`config.mk`:
```
export PLATFORM = sky130hd
export DESIGN_NAME = tpu_cmd_bridge
export DESIGN_NICKNAME = d
export VERILOG_FILES = /design/src/rtl/tpu_cmd_bridge.sv
export SDC_FILE = /design/constraint.sdc
export NUM_CORES = 1
export LEC_CHECK = 0
export BUFFER_PORTS_ARGS = -buffer_cell sky130_fd_sc_hd__buf_2
export CAP_MARGIN = 15
export CORE_MARGIN = 4
export CORE_UTILIZATION = 57
export CTS_BUF_LIST = sky130_fd_sc_hd__clkbuf_8
export DETAILED_ROUTE_END_ITERATION = 10
export HOLD_SLACK_MARGIN = 0.12
export PLACE_DENSITY_LB_ADDON = 0.12
export SLEW_MARGIN = 20
export SYNTH_ARGS = -nofsm -noshare
export SYNTH_HDL_FRONTEND = slang
export SYNTH_SLANG_ARGS = --single-unit
```
`constraint.sdc`:
```
create_clock -name SYS_CLK -period 3.73 [get_ports SYS_CLK]
set_input_delay 0.746 -clock SYS_CLK [delete_from_list [all_inputs] [get_ports SYS_CLK]]
set_output_delay 0.746 -clock SYS_CLK [all_outputs]
set_load 0.01 [all_outputs]
```
`src/rtl/tpu_cmd_bridge.sv`:
```
// Serial command bridge: parses SYNC/ADDR/DATA/CHK byte frames and issues single-cycle
// register writes towards the TPU, with checksum, address-range and inter-byte timeout errors.
module tpu_cmd_bridge #(
    parameter int unsigned TIMEOUT_CYCLES = 1000,
    parameter logic [7:0]  ADDR_LO        = 8'h20,
    parameter logic [7:0]  ADDR_HI        = 8'h24
) (
    input  logic       SYS_CLK,
    input  logic       RST,
    input  logic [7:0] rx_data,
    input  logic       rx_valid,
    output logic [7:0] addr,
    output logic [7:0] data,
    output logic       valid,
    output logic       err_chk,
    output logic       err_addr,
    output logic       err_timeout,
    output logic [7:0] frame_cnt
);

    localparam int unsigned     CntW     = (TIMEOUT_CYCLES > 1) ? $clog2(TIMEOUT_CYCLES + 1) : 1;
    localparam logic [CntW-1:0] CntLast  = CntW'(TIMEOUT_CYCLES - 1);
    localparam logic [CntW-1:0] CntMax   = CntW'(TIMEOUT_CYCLES);
    localparam logic [7:0]      SyncByte = 8'hA5;

    typedef enum logic [1:0] {StIdle, StAddr, StData, StChk} state_t;

    state_t          r_state, w_state_d;
    logic [CntW-1:0] r_cnt, w_cnt_d;
    logic [7:0]      r_addr_pend, w_addr_pend_d;
    logic [7:0]      r_data_pend, w_data_pend_d;
    logic [7:0]      r_addr, w_addr_d;
    logic [7:0]      r_data, w_data_d;
    logic [7:0]      r_frame_cnt, w_frame_cnt_d;
    logic            r_valid, w_valid_d;
    logic            r_err_chk, w_err_chk_d;
    logic            r_err_addr, w_err_addr_d;
    logic            r_err_to, w_err_to_d;
    logic [7:0]      w_sum;
    logic            w_addr_ok;

    assign w_sum     = r_addr_pend + r_data_pend;
    assign w_addr_ok = (r_addr_pend >= ADDR_LO) && (r_addr_pend <= ADDR_HI);

    always_comb begin
        w_state_d     = r_state;
        w_cnt_d       = r_cnt;
        w_addr_pend_d = r_addr_pend;
        w_data_pend_d = r_data_pend;
        w_addr_d      = r_addr;
        w_data_d      = r_data;
        w_frame_cnt_d = r_frame_cnt;
        w_valid_d     = 1'b0;
        w_err_chk_d   = 1'b0;
        w_err_addr_d  = 1'b0;
        w_err_to_d    = 1'b0;

        if (rx_valid) begin
            // A byte always wins over a timeout that would expire on the same edge.
            w_cnt_d = '0;
            unique case (r_state)
                StIdle: if (rx_data == SyncByte) w_state_d = StAddr;
                StAddr: begin
                    w_addr_pend_d = rx_data;
                    w_state_d     = StData;
                end
                StData: begin
                    w_data_pend_d = rx_data;
                    w_state_d     = StChk;
                end
                StChk: begin
                    w_state_d = StIdle;
                    if (rx_data != w_sum) begin
                        w_err_chk_d = 1'b1;
                    end else if (!w_addr_ok) begin
                        w_err_addr_d = 1'b1;
                    end else begin
                        w_valid_d     = 1'b1;
                        w_addr_d      = r_addr_pend;
                        w_data_d      = r_data_pend;
                        w_frame_cnt_d = r_frame_cnt + 8'd1;
                    end
                end
                default: w_state_d = StIdle;
            endcase
        end else if (r_state != StIdle) begin
            if (r_cnt >= CntLast) begin
                w_state_d  = StIdle;
                w_err_to_d = 1'b1;
                w_cnt_d    = '0;
            end else if (r_cnt != CntMax) begin
                w_cnt_d = r_cnt + CntW'(1);
            end
        end else begin
            w_cnt_d = '0;
        end
    end

    always_ff @(posedge SYS_CLK) begin
        if (RST) begin
            r_state     <= StIdle;
            r_cnt       <= '0;
            r_addr_pend <= 8'd0;
            r_data_pend <= 8'd0;
            r_addr      <= 8'd0;
            r_data      <= 8'd0;
            r_frame_cnt <= 8'd0;
            r_valid     <= 1'b0;
            r_err_chk   <= 1'b0;
            r_err_addr  <= 1'b0;
            r_err_to    <= 1'b0;
        end else begin
            r_state     <= w_state_d;
            r_cnt       <= w_cnt_d;
            r_addr_pend <= w_addr_pend_d;
            r_data_pend <= w_data_pend_d;
            r_addr      <= w_addr_d;
            r_data      <= w_data_d;
            r_frame_cnt <= w_frame_cnt_d;
            r_valid     <= w_valid_d;
            r_err_chk   <= w_err_chk_d;
            r_err_addr  <= w_err_addr_d;
            r_err_to    <= w_err_to_d;
        end
    end

    assign addr        = r_addr;
    assign data        = r_data;
    assign valid       = r_valid;
    assign err_chk     = r_err_chk;
    assign err_addr    = r_err_addr;
    assign err_timeout = r_err_to;
    assign frame_cnt   = r_frame_cnt;

endmodule

```
==> results by group, run 1 <==
Run status
  – Status: finished, final reports clean

CTS
  – Hold buffer count at CTS: 0
  – Clock sink count: 56
  – Clock transition at path regs: 0.10 ns
  – TritonCTS clock tree: done
  – Longest Clk Path Bufs: 2
  – Number of buffers inserted by post-CTS setup repair: 0
  – Number of levels the H-tree was split into: 2
  – Resize count post-CTS: 0
  – Root buffer selected by CTS: sky130_fd_sc_hd__clkbuf_8
  – Clock insertion delay at the later pin of the skew report: 0.31 ns
  – Clock buffers created by TritonCTS: 5

Synthesis
  – Count of different cell masters after synthesis: 46
  – FFs w/ async S/R, synth: 0
  – Most used DFF post-synth: sky130_fd_sc_hd__dfxtp_1
  – Sequential cell area fraction in the yosys report: 0.393
  – Synthesized flop and latch total: 56
  – Post-synth top area share: 0.393
  – Total number of yosys warnings: 0
  – Post-Synthesis Mean Instance Area: 8.59 sq um
  – Most frequent cells after synthesis: 56 x sky130_fd_sc_hd__dfxtp_1, 37 x sky130_fd_sc_hd__a21oi_1, 28 x sky130_fd_sc_hd__nand2_1
  – Post-synthesis cell count: roughly 330
  – Syn_nets: 358
  – Cell accounting for the most synthesized area: sky130_fd_sc_hd__dfxtp_1
  – Most frequent cell after synthesis: sky130_fd_sc_hd__dfxtp_1
  – Number of flops mapped to enable cells by yosys: 0
  – Top post-synthesis cells by area: sky130_fd_sc_hd__dfxtp_1 39%, sky130_fd_sc_hd__a21oi_1 6.5%, sky130_fd_sc_hd__ha_1 6.1%
  – Post-synth design cell area: 2850 sq um

Timing
  – Setup TNS: 0 ns
  – Setup Skew: between 0.006 and 0.007 ns
  – Peak Freq: approximately 330 MHz
  – Relative slew margins: 0.432
  – Post-route clock period utilization: 0.802
  – Final hold violation count: 0
  – Final Slew Violations: 0
  – Post-layout min period: approximately 3.0 ns
  – RSZ-0062 raised after global routing: no
  – Transition at the pin with the smallest max-transition slack: 0.851 ns
  – Final setup violation count: 0
  – Post-layout worst setup margin: 0.737 ns

Setup path
  – Worst endpoint required time: 3.99 ns
  – Crit-path slowest cell: sky130_fd_sc_hd__nor3_1
  – Cell breakdown of the critical path: ha_1 -> fa_1 -> a211oi_2 -> o21bai_1 -> a211oi_4 -> o211ai_2 -> nor3_1 -> o21ba_2
  – Worst Path Arrival: 3.26 ns
  – Delay of the slowest cell on the worst path: approximately 0.51 ns
  – Critical setup path kind: reg2reg
  – Critical Path Start Type: register
  – Highest net fanout along the worst path: 17
  – Setup crit end kind: register

Final layout
  – Count of nets after finishing: about 390
  – Antenna cell count: 0
  – Finished Core Util: 0.660
  – Area growth from synthesis to final layout: 10.8%
  – Share of final-layout standard cells stronger than drive strength 1: 0.165
  – FILL cells: around 440

Floorplanning
  – Die footprint: between 6000 and 7000 sq um
  – Rows: 25
  – Core Footprint: roughly 4800 sq um
  – Initial Util: 0.596
  – Boundary pin count: 39
  – Width of the chip: 78.7 um
  – Floorplan die height: about 79 um

Global route
  – Global route overflow: 0
  – Pin count of the biggest net entering global routing: 51
  – GRT Util Overall: 0.219
  – Initial antenna violation count: 0
  – Number of global-route vias before repair: 2318
  – Global-route wire length before repair: 11000 um

Detailed routing
  – Total Wirelength: 6410 um
  – Via-per-instance ratio: 5.76
  – Routed wire length per instance: roughly 15 um
  – Vias: 2475
  – Iteration-0 DRC count of the detailed router: 173
  – DRC violations left: 0
  – First-pass detailed-route iteration total: 4
  – Antenna Nets Post-Route: 0

Power and ir drop
  – Maximum ir drop on the vdd rail: about 0.0002 V
  – Power density of the placed cells: 310 nW/um^2
  – Static leakage: 0.00123 uW

Placed design
  – Detail Placement HPWL: 4760 um
  – Global placer's final weighted congestion: roughly 0.9
  – Dpl ws: 0.743 ns
  – Port-buffer cells: 38

Min path
  – Type of the most critical hold path: reg2reg

Run
  – Max-cap viol count: 0
per-stage QoR:
step / hold slack [ns] / area, sq um / power [uW] / instances
2_1_floorplan: 0.449 / 2850 / 642 / 332
3_3_place_gp: 0.459 / 3070 / 657 / 422
3_5_place_dp: 0.458 / 3070 / 658 / 422
4_1_cts: 0.480 / 3160 / 987 / 430
5_1_grt: 0.500 / 3160 / 1020 / 430
6_report: 0.477 / 3160 / 980 / 430
registers in the layout (all words and copies together), names as in the netlist:
register,flops
data,8
r_state,2
err_addr,1
r_addr_pend,8
err_timeout,1
valid,1
r_data_pend,8
addr,8
frame_cnt,8
r_cnt,10
err_chk,1
worst max-delay path: cells and delay by family (launching register included):
kind                     cells  cell delay (ns)
AO/OA/AOI/OAI                5             1.40
AND/OR/NAND/NOR              1             0.51
adder cells (fa/ha/maj)      2             0.68
flip-flops                   1             0.35
layout by cell type, fill, tap and decap left out, types with 2 or more instances in the layout:
cell / n
sky130_fd_sc_hd__dfxtp_1: 56
sky130_fd_sc_hd__buf_2: 38
sky130_fd_sc_hd__a21oi_1: 37
sky130_fd_sc_hd__nand2_1: 28
sky130_fd_sc_hd__nand3_1: 27
sky130_fd_sc_hd__nor2_1: 22
sky130_fd_sc_hd__nand4_1: 18
sky130_fd_sc_hd__ha_1: 14
sky130_fd_sc_hd__o31ai_1: 13
sky130_fd_sc_hd__xnor2_1: 10
sky130_fd_sc_hd__inv_1: 8
sky130_fd_sc_hd__o21ai_0: 8
sky130_fd_sc_hd__xor2_1: 8
sky130_fd_sc_hd__nor4_1: 7
sky130_fd_sc_hd__nor3_1: 6
sky130_fd_sc_hd__nor2b_1: 6
sky130_fd_sc_hd__nor3b_1: 5
sky130_fd_sc_hd__and3_1: 5
sky130_fd_sc_hd__mux2_2: 5
sky130_fd_sc_hd__clkbuf_8: 5
sky130_fd_sc_hd__and2_1: 4
sky130_fd_sc_hd__or4_1: 3
sky130_fd_sc_hd__a21o_1: 2
sky130_fd_sc_hd__o211a_1: 2
sky130_fd_sc_hd__nor4bb_1: 2
sky130_fd_sc_hd__buf_4: 2
cells by family after synthesis:
logic type | Yosys count | share of synthesized area
and+or+nand+nor | 138 | 0.258
AOI/OAI and AO/OA | 75 | 0.169
DFF | 56 | 0.393
buffers and inverters | 25 | 0.0360
xor gates and xnor gates | 18 | 0.0553
adders and majority gates | 15 | 0.0685
muxes | 5 | 0.0198
per-layer routing:
metal	global-route usage	up-vias	share of wire
li1	-	1264	-
met1	0.294	1138	0.47
met2	0.357	63	0.47
met3	0.0420	10	0.051
met4	0.0699	0	0.016
met5	0	-	0
area by class of cell:
class                           count  area [sq um]  share of cell area
Clock inverter                      3          22.5             0.00713
Inverter                            8          30.0             0.00951
Sequential cell                    56          1120               0.355
Clock buffer                        5          68.8              0.0218
Multi-Input combinational cell    251          1630               0.515
Tap cell                           67          83.8              0.0265
Timing Repair Buffer               40           205              0.0650
report_power, final:
part / internal, uW / switching [uW] / leakage (uW)
combinational: 13.1 / 33.6 / 0.000731
sequential: 597 / 0.131 / 0.000451
clock: 135 / 200 / 0.0000485
final timing paths:
kind                                     start  endpoint  slack, ns  cells after the start
worst max-delay path            r_addr_pend[0]   addr[5]       0.74                      8
worst min-delay path                   addr[7]   addr[7]       0.48                      1
worst max register to register  r_addr_pend[0]   addr[5]       0.74                      8
worst min register to register         addr[7]   addr[7]       0.48                      1
Note: power is estimated with default switching activity, not from simulation.
==> run 2: changes to the inputs <==
==> constraint.sdc (replaced) <==
create_clock -name SYS_CLK -period 2.76 [get_ports SYS_CLK]
set_input_delay 0.552 -clock SYS_CLK [delete_from_list [all_inputs] [get_ports SYS_CLK]]
set_output_delay 0.552 -clock SYS_CLK [all_outputs]
set_load 0.01 [all_outputs]
==> results by group, run 2 (same netlist as run 1, synthesis figures left out) <==
Power and ir drop
  – Maximum ir drop on the vdd rail: 0.000334 V
  – Power density of the placed cells: 433 nW/um^2
  – Static leakage: 0.00131 uW

Timing
  – Post-route clock period utilization: 0.966
  – Final hold violation count: 0
  – Peak Freq: 375 MHz
  – Post-layout worst setup margin: 0.0936 ns
  – Final Slew Violations: 0
  – Setup Skew: 0.00792 ns
  – Final setup violation count: 0
  – Transition at the pin with the smallest max-transition slack: 0.482 ns
  – RSZ-0062 raised after global routing: yes
  – Relative slew margins: 0.678
  – Post-layout min period: 2.67 ns

Placed design
  – Cell area after placement: 3160 sq um
  – Detail Placement HPWL: 4980 um
  – Port-buffer cells: 38
  – Global placer's final weighted congestion: between 0.8 and 0.9
  – Dpl ws: ~0.0098 ns

Floorplanning
  – Initial Util: 0.596
  – Width of the chip: just under 80 um
  – Rows: 25
  – Die footprint: 6200 sq um
  – Core Footprint: 4790 sq um
  – Floorplan die height: 78.7 um
  – Boundary pin count: 39

CTS
  – Root buffer selected by CTS: sky130_fd_sc_hd__clkbuf_8
  – Clock buffers created by TritonCTS: 5
  – Hold buffer count at CTS: 0
  – Clock insertion delay at the later pin of the skew report: 0.31 ns
  – Clock transition at path regs: 0.10 ns
  – Number of levels the H-tree was split into: 2
  – Clock sink count: 56
  – TritonCTS clock tree: done
  – Longest Clk Path Bufs: 2

Global route
  – Number of global-route vias before repair: 2422
  – GRT Util Overall: 0.235
  – Initial antenna violation count: 0
  – Pin count of the biggest net entering global routing: 33
  – Global-route wire length before repair: roughly 12000 um
  – Global route overflow: 0

Detailed routing
  – Iteration-0 DRC count of the detailed router: approximately 190
  – Total Wirelength: 6780 um
  – Vias: 2600
  – Routed wire length per instance: 15.3 um
  – Via-per-instance ratio: 5.88
  – First-pass detailed-route iteration total: 5
  – Antenna Nets Post-Route: 0
  – DRC violations left: 0

Setup path
  – Worst endpoint required time: 3.01 ns
  – Critical setup path kind: reg2reg
  – Critical Path Start Type: register
  – Worst Path Arrival: 2.91 ns
  – Setup crit end kind: register
  – Highest net fanout along the worst path: 6

Final layout
  – Area growth from synthesis to final layout: 17.3%
  – Flip-flop count of the largest register, all copies and words added: 10
  – Area of all placed cells without fillers: 3340 sq um
  – Count of nets after finishing: 400
  – Finished Core Util: 0.698
  – Share of final-layout standard cells stronger than drive strength 1: 0.221
  – Most common cell after layout, fill and taps aside: sky130_fd_sc_hd__dfxtp_1
  – Antenna cell count: 0
  – FILL cells: between 300 and 400
  – Commonest cells after routing, fill and taps aside: 56 x sky130_fd_sc_hd__dfxtp_1, 38 x sky130_fd_sc_hd__buf_2, 37 x sky130_fd_sc_hd__a21oi_1
  – Biggest register: r_cnt

Run
  – Max-cap viol count: 0

Min path
  – Type of the most critical hold path: reg2reg

Run status
  – Status: finished, final reports clean
==> run 2: where the power goes <==
group | internal, uW | switching [uW] | total (uW)
clock network | 297 | 270 | 567
logic | 21.7 | 49.4 | 71.0
registers | 807 | 0.166 | 808
==> run 2: worst max-delay path: stages (launching register included) <==
cell	delay, ns
sky130_fd_sc_hd__dfxtp_1	0.35
sky130_fd_sc_hd__ha_1	0.23
sky130_fd_sc_hd__fa_2	0.38
sky130_fd_sc_hd__a211oi_4	0.29
sky130_fd_sc_hd__o21bai_1	0.14
sky130_fd_sc_hd__a211oi_4	0.31
sky130_fd_sc_hd__buf_4	0.17
sky130_fd_sc_hd__o211ai_2	0.15
sky130_fd_sc_hd__or4_1	0.44
sky130_fd_sc_hd__a21oi_1	0.15
==> run 2: final timing paths <==
kind	from	endpoint	slack [ns]	cells after the start
max	r_data_pend[0]	frame_cnt[0]	0.09	9
max reg2reg	r_data_pend[0]	frame_cnt[0]	0.09	9
min reg2reg	addr[7]	addr[7]	0.47	1
min	addr[7]	addr[7]	0.47	1
==> run 2: through the flow <==
| step | hold slack, ns | instances | TNS (ns) | power, uW |
|---|---|---|---|---|
| floorplan | 0.449 | 332 | 0 | 868 |
| finish | 0.472 | 442 | 0 | 1450 |
| global route | 0.492 | 442 | -0.470 | 1500 |
| global placement | 0.455 | 434 | 0 | 893 |
| CTS | 0.476 | 442 | 0 | 1460 |
| detailed placement | 0.460 | 434 | 0 | 893 |
==> run 2: final cells by class <==
| class | count | area, sq um | area share |
|---|---|---|---|
| clock buffer | 6 | 82.6 | 0.0247 |
| clock inverter | 2 | 38.8 | 0.0116 |
| inverter | 8 | 30.0 | 0.00899 |
| multi-input combinational | 251 | 1690 | 0.505 |
| sequential | 56 | 1120 | 0.335 |
| tap | 67 | 83.8 | 0.0251 |
| timing repair buffer | 52 | 299 | 0.0895 |
==> run 2: repair_timing <==
item                                    in CTS  in global routing
endpoints found under the hold margin        0                  0
buffers inserted                             0                  0
pin swaps                                    0                  3
endpoints found under the setup margin       1                 25
gates resized for setup                      1                 12
==> run 2: per-layer routing <==
layer,global-route usage,wire (um),up-vias
li1,-,-,1291
met1,0.339,3170,1209
met2,0.356,3180,92
met3,0.0408,358,8
met4,0.0752,68,0
met5,0,0,-
